--- src/rtl/navegador_menu_pkg.sv ---
// Shared definitions for the pet menu navigator: FSM state codes and action indices.
// The action indices are the same ones the pet-state block decodes from acao.
package navegador_menu_pkg;

  typedef enum logic [1:0] {
    OCIOSO = 2'd0,
    NAVEGA = 2'd1,
    EMITE  = 2'd2
  } estado_t;

  localparam logic [1:0] ACAO_COMER   = 2'd0;
  localparam logic [1:0] ACAO_BRINCAR = 2'd1;
  localparam logic [1:0] ACAO_DORMIR  = 2'd2;
  localparam logic [1:0] ACAO_LIMPAR  = 2'd3;

endpackage

--- src/rtl/navegador_menu_contador_timeout.sv ---
// contador_timeout: idle-cycle counter with synchronous clear and count enable.
// done is high while the count sits at TIMEOUT-1; only built when MENU_TIMEOUT_EN is defined.
module contador_timeout #(
  parameter int TIMEOUT = 1000
) (
  input  logic clk,
  input  logic rst,
  input  logic clr,
  input  logic en,
  output logic done
);

  localparam int W = (TIMEOUT > 1) ? $clog2(TIMEOUT) : 1;

  logic [W-1:0] cnt_q;
  logic [W-1:0] cnt_d;

  always_comb begin
    cnt_d = cnt_q;
    if (clr) begin
      cnt_d = '0;
    end else if (en) begin
      cnt_d = cnt_q + 1'b1;
    end
  end

  always_ff @(posedge clk or posedge rst) begin
    if (rst) begin
      cnt_q <= '0;
    end else begin
      cnt_q <= cnt_d;
    end
  end

  assign done = (cnt_q == W'(TIMEOUT - 1));

endmodule

--- src/rtl/navegador_menu.sv ---
// navegador_menu: walks a cursor over the pet actions and offers the confirmed one via valid/ack.
// Optional idle auto-close in NAVEGA is built when MENU_TIMEOUT_EN is defined.
module navegador_menu
  import navegador_menu_pkg::*;
#(
  parameter int N_OPCOES = 4,
  parameter int W_OPC    = 2,
  parameter int TIMEOUT  = 1000
) (
  input  logic             clk,
  input  logic             rst,
  input  logic             b_prox,
  input  logic             b_conf,
  input  logic             b_canc,
  input  logic             ack,
  output logic [W_OPC-1:0] cursor,
  output logic             menu_ativo,
  output logic [W_OPC-1:0] acao,
  output logic             acao_valida
);

  estado_t          estado_q;
  logic [W_OPC-1:0] cursor_q;
  logic [W_OPC-1:0] acao_q;
  logic             acao_valida_q;
  logic             menu_ativo_q;
  logic             expira;

`ifdef MENU_TIMEOUT_EN
  logic pulso;
  logic navega;
  logic timer_done;

  assign pulso  = b_prox | b_conf | b_canc;
  assign navega = (estado_q == NAVEGA);

  // Counter is held at zero outside NAVEGA, restarted by any pulse and on expiry.
  contador_timeout #(
    .TIMEOUT(TIMEOUT)
  ) u_timeout (
    .clk (clk),
    .rst (rst),
    .clr (!navega || pulso || timer_done),
    .en  (navega && !pulso),
    .done(timer_done)
  );

  assign expira = navega && !pulso && timer_done;
`else
  logic unused_timeout;
  assign unused_timeout = ^TIMEOUT;
  assign expira         = 1'b0;
`endif

  always_ff @(posedge clk or posedge rst) begin
    if (rst) begin
      estado_q      <= OCIOSO;
      cursor_q      <= '0;
      acao_q        <= '0;
      acao_valida_q <= 1'b0;
      menu_ativo_q  <= 1'b0;
    end else begin
      case (estado_q)
        OCIOSO: begin
          if (b_prox || b_conf) begin
            estado_q     <= NAVEGA;
            menu_ativo_q <= 1'b1;
            cursor_q     <= '0;
          end
        end
        NAVEGA: begin
          // Cancel beats confirm beats next when pulses coincide.
          if (b_canc) begin
            estado_q     <= OCIOSO;
            menu_ativo_q <= 1'b0;
            cursor_q     <= '0;
          end else if (b_conf) begin
            estado_q      <= EMITE;
            acao_q        <= cursor_q;
            acao_valida_q <= 1'b1;
          end else if (b_prox) begin
            cursor_q <= (cursor_q == W_OPC'(N_OPCOES - 1)) ? '0 : cursor_q + 1'b1;
          end else if (expira) begin
            estado_q     <= OCIOSO;
            menu_ativo_q <= 1'b0;
            cursor_q     <= '0;
          end
        end
        EMITE: begin
          if (ack) begin
            estado_q      <= OCIOSO;
            menu_ativo_q  <= 1'b0;
            acao_valida_q <= 1'b0;
            cursor_q      <= '0;
          end
        end
        default: begin
          estado_q      <= OCIOSO;
          menu_ativo_q  <= 1'b0;
          acao_valida_q <= 1'b0;
          cursor_q      <= '0;
        end
      endcase
    end
  end

  assign cursor      = cursor_q;
  assign acao        = acao_q;
  assign acao_valida = acao_valida_q;
  assign menu_ativo  = menu_ativo_q;

endmodule
--- config.mk ---
export PLATFORM = sky130hd
export DESIGN_NAME = navegador_menu
export DESIGN_NICKNAME = d
export VERILOG_FILES = /design/src/rtl/navegador_menu_pkg.sv /design/src/rtl/navegador_menu_contador_timeout.sv /design/src/rtl/navegador_menu.sv
export SDC_FILE = /design/constraint.sdc
export NUM_CORES = 1
export LEC_CHECK = 0
export ABC_AREA = 1
export CAP_MARGIN = 20
export CORE_MARGIN = 2
export CORE_UTILIZATION = 30
export CTS_CLUSTER_DIAMETER = 30
export DETAILED_ROUTE_END_ITERATION = 7
export PLACE_DENSITY_LB_ADDON = 0.15
export SETUP_SLACK_MARGIN = 0.05
export SYNTH_ARGS = -nofsm -noshare
export SYNTH_HDL_FRONTEND = slang
export SYNTH_SLANG_ARGS = --single-unit
--- constraint.sdc ---
create_clock -name clk -period 0.9 [get_ports clk]
set_input_delay 0.18 -clock clk [delete_from_list [all_inputs] [get_ports clk]]
set_output_delay 0.18 -clock clk [all_outputs]
set_load 0.05 [all_outputs]
# Word-level counts from Yosys, hierarchy flattened
# Index checks and enable logic that the tools add are counted.
# word_totals
input_bits	6
ff_bits	8
word_cells	44
# op_classes
n_addsub	1
muxes	18
reduce_logical	7
n_eq_ne	11
bitwise	2
# op_table
cell	n
2-to-1 mux 2 bit	9
case mux 2 bit (3 select lines)	2
!= test 2 bit (second input constant)	5
!= test 3 bit (second input constant)	3
AND reduction 3 bit	3
AND reduction 4 bit	2
case mux 1 bit (3 select lines)	2
2-to-1 mux 1 bit	5
equality test 2 bit (second input constant)	2
adder 2 x 1 -> 2 bit (second input constant)	1
equality test 2 x 1 -> 1 bit (second input constant)	1
logical NOT 2 bit	1
NOT 1 bit	2
logical OR 1 bit	1

# Longest topological paths before layout
# Gate-level depths: netlist (run 1).
# logic_depth
ltp_word	6
ltp_mapped	6

# Worst setup path after synthesis (run 1)
# No wires, ideal clock.
# synth_timing
path_kind	register -> register
start	reg cursor_q[0], in the netlist cursor[0]
end	reg cursor_q[1], in the netlist cursor[1]
setup_slack_ps	-393
arrival_ps	1173
path_stages_with_launch	6
synth_period_minus_slack_ps	1293
n_path_buf	0
t_required_ps	780
cell_sequence	dfrtp_1 > ha_1 > nand2_1 > nor2_1 > nand3_1 > nand2_1
# synth_via
elab_chain_len	6
elab_cells_between_ends	7
cone_classes	1 x add/sub; 1 x eq/ne; 5 x mux
# synth_rtl
item	line	text
start, declared	navegador_menu.sv:23	logic [W_OPC-1:0] cursor_q;
start signal, assigned	navegador_menu.sv:82	cursor_q <= (cursor_q == W_OPC'(N_OPCOES - 1)) ? '0 : cursor_q + 1'b1;
adder 2 x 1 -> 2 bit or equality test 2 bit (tied branches)	navegador_menu.sv:82	
2-to-1 mux 2 bit (*)	navegador_menu.sv:82	
2-to-1 mux 2 bit (*)	navegador_menu.sv:81	end else if (b_prox) begin
2-to-1 mux 2 bit (*)	navegador_menu.sv:77	end else if (b_conf) begin
2-to-1 mux 2 bit (*)	navegador_menu.sv:73	if (b_canc) begin
case mux 2 bit (3 select lines) (*)	navegador_menu.sv:63	case (estado_q)
# Every way passes the cells marked *; elsewhere a longest branch is shown, timed or not. The select of a mux whose other input is x is not followed.
# A chain may end at the register's enable or synchronous reset.

# Worst setup path in the final report (run 1)
# layout_timing
start	reg cursor_q[0], in the netlist cursor[0]
end	out cursor[0]
# layout_lines
item	line	text
end, declared	navegador_menu.sv:16	output logic [W_OPC-1:0] cursor,
# No word-level cell between the ends.

==> results.py, run 1 <==
metrics = {
    "cts": {
        "cts.sinks": 8,
        "ctsHoldBuffers": 0,
        "clock_tree.root_cell": "clkbuf_4",
        "tritoncts_clock_tree": "built",
        "cts_max_level": 1,
        "cts_buffers": 3,
        "clock_tree.buffer_depth": 2,
        "clk-insertion-delay-late_ns": 0.26,
        "clk_transition_reported_paths_ns": 0.06,
    },
    "grt": {
        "overflow": 0,
        "antenna_violations_before_repair": 0,
        "grt_max_degree": 9,
        "grt_first_pass_wirelength_microns": 1760,
        "vias_in_the_first_global_route": 428,
        "grt_usage_pct": 12.7,
    },
    "yosys": {
        "synth_simple_gate_area_share_pct": 37.9,
        "synth-compound-area-share_pct": 4.66,
        "synth_fp_nets": 62,
        "post_synth_most_frequent_cells": "18 x nand2_1, 8 x dfrtp_1, 7 x inv_1",
        "combined_area_of_all_synthesized_cells_sq_um": 429,
        "synthesis.yosys.warnings": 0,
        "adder_cell_share_of_the_synthesized_area_pct": 2.92,
        "synthXorXnorAreaFrac_pct": 0,
        "synth_ff_type": "dfrtp_1",
        "post_synth_inst_count": 55,
        "seq_area_frac_synth_pct": 46.6,
        "synth_top_family_by_area": "simple AND/OR/NAND/NOR gates",
        "postSynthRegisterBits": 8,
        "yosysUniqueCellTypes": 14,
        "async_flop_share_pct": 100,
        "synthMuxAreaShare_pct": 0,
        "count_of_flip_flops_with_a_built_in_enable_after_synthesis": 0,
        "mean_instance_size_in_the_synthesized_netlist_sq_um": 7.80,
        "yosysTopAreaCellShare_pct": 46.6,
        "synth_top_cells_by_area": "dfrtp_1 47%, nand2_1 16%, inv_1 6.1%",
        "yosysTopAreaCell": "dfrtp_1",
        "synth_most_common_cell": "nand2_1",
    },
    "routing": {
        "routed_via_density": 4.59,
        "dr.pass1.iters": 4,
        "route.vias.total": 431,
        "residual_drc": 0,
        "detail-route-antenna-nets": 0,
        "route.detailed.wl_per_inst_microns": 10.7,
        "drt-initial-drc-count": 5,
        "drt-total-wl_microns": 1000,
    },
    "timing": {
        "period_minus_slack_ns": 1.14,
        "rsz_0062_raised_after_global_routing": "true",
        "fin_hold_ws_ns": 0.171,
        "finalWorstSetupSlack_ns": -0.239,
        "post-route-period-util_pct": 127,
        "setup_violations": 13,
        "fin_worst_skew_ns": 0.00718,
        "final_number_of_hold_violating_endpoints": 0,
        "total_count_of_max_transition_violations_in_the_final_report": 0,
        "slew_headroom_pct": 78.8,
        "tightestPinTransition_ns": 0.317,
        "totalNegativeSetupSlack_ns": -1.85,
        "achievable-frequency_mhz": 878,
    },
    "worst_setup_path": {
        "crit_path_max_fanout": 3,
        "critical_path.reg2reg.startpoint": "cursor[0]$_DFFE_PP0P_",
        "worst-endpoint-arrival_ns": 0.96,
        "timing.setup.critical_path_class": "flip-flop to output pin",
        "r2r_setup_slack_ns": -0.21,
        "setup.worst_path.end": "cursor[0]",
        "crit_path_cell_trace": "buf_4, buf_12",
        "cp-end-kind": "output pin",
        "timing.reg2reg.worst_path_depth": 6,
        "cp.required_ns": 0.72,
        "cp-startpoint": "cursor[0]$_DFFE_PP0P_",
        "worstSetupStartpointType": "flip-flop",
        "slowest_delay_ns": 0.41,
        "cell_with_the_largest_stage_delay_on_the_worst_path": "dfrtp_2",
        "critical_path.reg2reg.endpoint": "cursor[1]$_DFFE_PP0P_",
    },
    "final_layout": {
        "fraction_of_final_layout_cells_sized_beyond_drive_strength_1_pct": 46.8,
        "fin_cells": 94,
        "design.final.nets": 88,
        "antenna_cells_inserted": 0,
        "fillerInstances": 122,
        "area_added_between_synthesis_and_finish_pct": 83.1,
    },
    "min_path": {
        "hold_class": "input port to asynchronous set/reset pin",
    },
    "floorplanning": {
        "chip_width_microns": 41.8,
        "floorplan.io_pins": 12,
        "die_area_sq_mm": 0.00175,
        "floorplan.die.height_microns": 41.8,
        "core.rowCount": 13,
        "core_region_area_sq_mm": 0.00132,
        "initial_core_utilization_pct": 32.6,
    },
    "placed_design": {
        "routabilityCongestion": 0.756,
        "placement.io_buffers": 11,
        "dp_cells": 84,
        "place_hpwl_microns": 688,
        "dp_worst_setup_slack_ns": -0.358,
    },
    "pwr": {
        "leakagePower_nw": 0.402,
        "p_per_area_mw_per_mm2": 3540,
        "power.ir.vdd_worst_uv": 1560,
    },
    "status": {
        "outcome": "finished, violations left",
        "violations_in_the_final_reports": "setup timing",
    },
    "job": {
        "cap_viol_max_count": 0,
    },
}
## cells in the final DEF (no fill, tap or decap)
cell type / count
nand2_1: 16
inv_1: 7
buf_12: 6
buf_4: 6
dfrtp_1: 5
nand3_1: 4
clkdlybuf4s50_1: 4
buf_6: 4
nand2_2: 3
o21ai_1: 3
clkbuf_4: 3
dfrtp_2: 3
inv_2: 2
nor2_4: 2
nand3_2: 2
nor2_1: 2
nor2_2: 2
nand3b_4: 1
o21ai_2: 1
nand3_4: 1
ha_4: 1
dlygate4sd2_1: 1
## layer usage
layer / GRT usage (%) / vias to the layer above / wire, microns
li1: - / 219 / -
met1: 16.4 / 202 / 438
met2: 19.7 / 8 / 519
met3: 2.17 / 2 / 28
met4: 7.74 / 0 / 16
met5: 0 / - / 0
## through the flow
| stage | util [%] | area, sq um | total power [mW] |
|---|---|---|---|
| 5_1_grt | 59.6 | 786 | 2.95 |
| 2_1_floorplan | - | 444 | 1.44 |
| 6_report | 59.6 | 786 | 2.78 |
| 3_5_place_dp | 49.8 | 656 | 2.16 |
| 3_3_place_gp | 49.8 | 656 | 2.15 |
| 4_1_cts | 56.8 | 748 | 2.67 |
## cell families (layout without fill, tap and decap cells)
kind of cell / Yosys count / in the layout
compound gates: 4 / 4
fa+ha+maj: 1 / 1
buf+inv: 9 / 33
flops: 8 / 8
simple gates: 33 / 33
## sequential cells by signal, summed over array words and instances, names as in the netlist
name and count:
acao 2, cursor 2, estado_q 2, acao_valida 1, menu_ativo 1
## worst max-delay path: cells and delay by family, from the launching register on
kind / cells / cell delay (ns)
buf+inv: 2 / 0.29
flops: 1 / 0.41
## report_power, final
part / internal (mW) / switching (mW) / leakage, nW
combinational: 0.916 / 0.916 / 0.290
clock: 0.153 / 0.130 / 0.0138
sequential: 0.513 / 0.152 / 0.0990
## worst min-delay path by stage
stage                                   end  slack [ns]  cells after the start
floorplan               acao[0]$_DFFE_PP0P_      -0.004                      1
global placement    acao_valida$_DFFE_PP0P_        0.46                      2
detailed placement  acao_valida$_DFFE_PP0P_        0.45                      2
CTS                 estado_q[0]$_DFFE_PP0P_        0.18                      2
global route        estado_q[0]$_DFFE_PP0P_        0.21                      2
finish              estado_q[0]$_DFFE_PP0P_        0.17                      2
## cell type report
cell class              instances  area (sq um)  share of cell area [%]
multi-input cells              38           248                    31.5
well taps                      15          18.8                    2.39
flip-flops and latches          8           204                    26.0
inverters                       9          33.8                    4.30
clock buffers                   3          22.5                    2.87
repair buffers                 21           259                    33.0
## repair_timing
| item | 4_1_cts | 5_1_grt |
|---|---|---|
| gates resized for setup | 9 | 7 |
| gates cloned | 0 | 0 |
| pin swaps | 0 | 4 |
| buffers inserted | 5 | 2 |
| endpoints found under the setup margin | 14 | 14 |
Power figures use the tool's default switching activity.
==> run 2: changes to the inputs <==
Settings changed: CAP_MARGIN 20 to default, SLEW_MARGIN from default to 10.
==> results of run 2 <==
Final layout, timing and power as in run 1 (identical DEF).
==> run 3: changes to the inputs <==
Settings changed: GPL_ROUTABILITY_DRIVEN from default to 0.
==> results of run 3 <==
Final layout, timing and power as in run 1 (identical DEF).
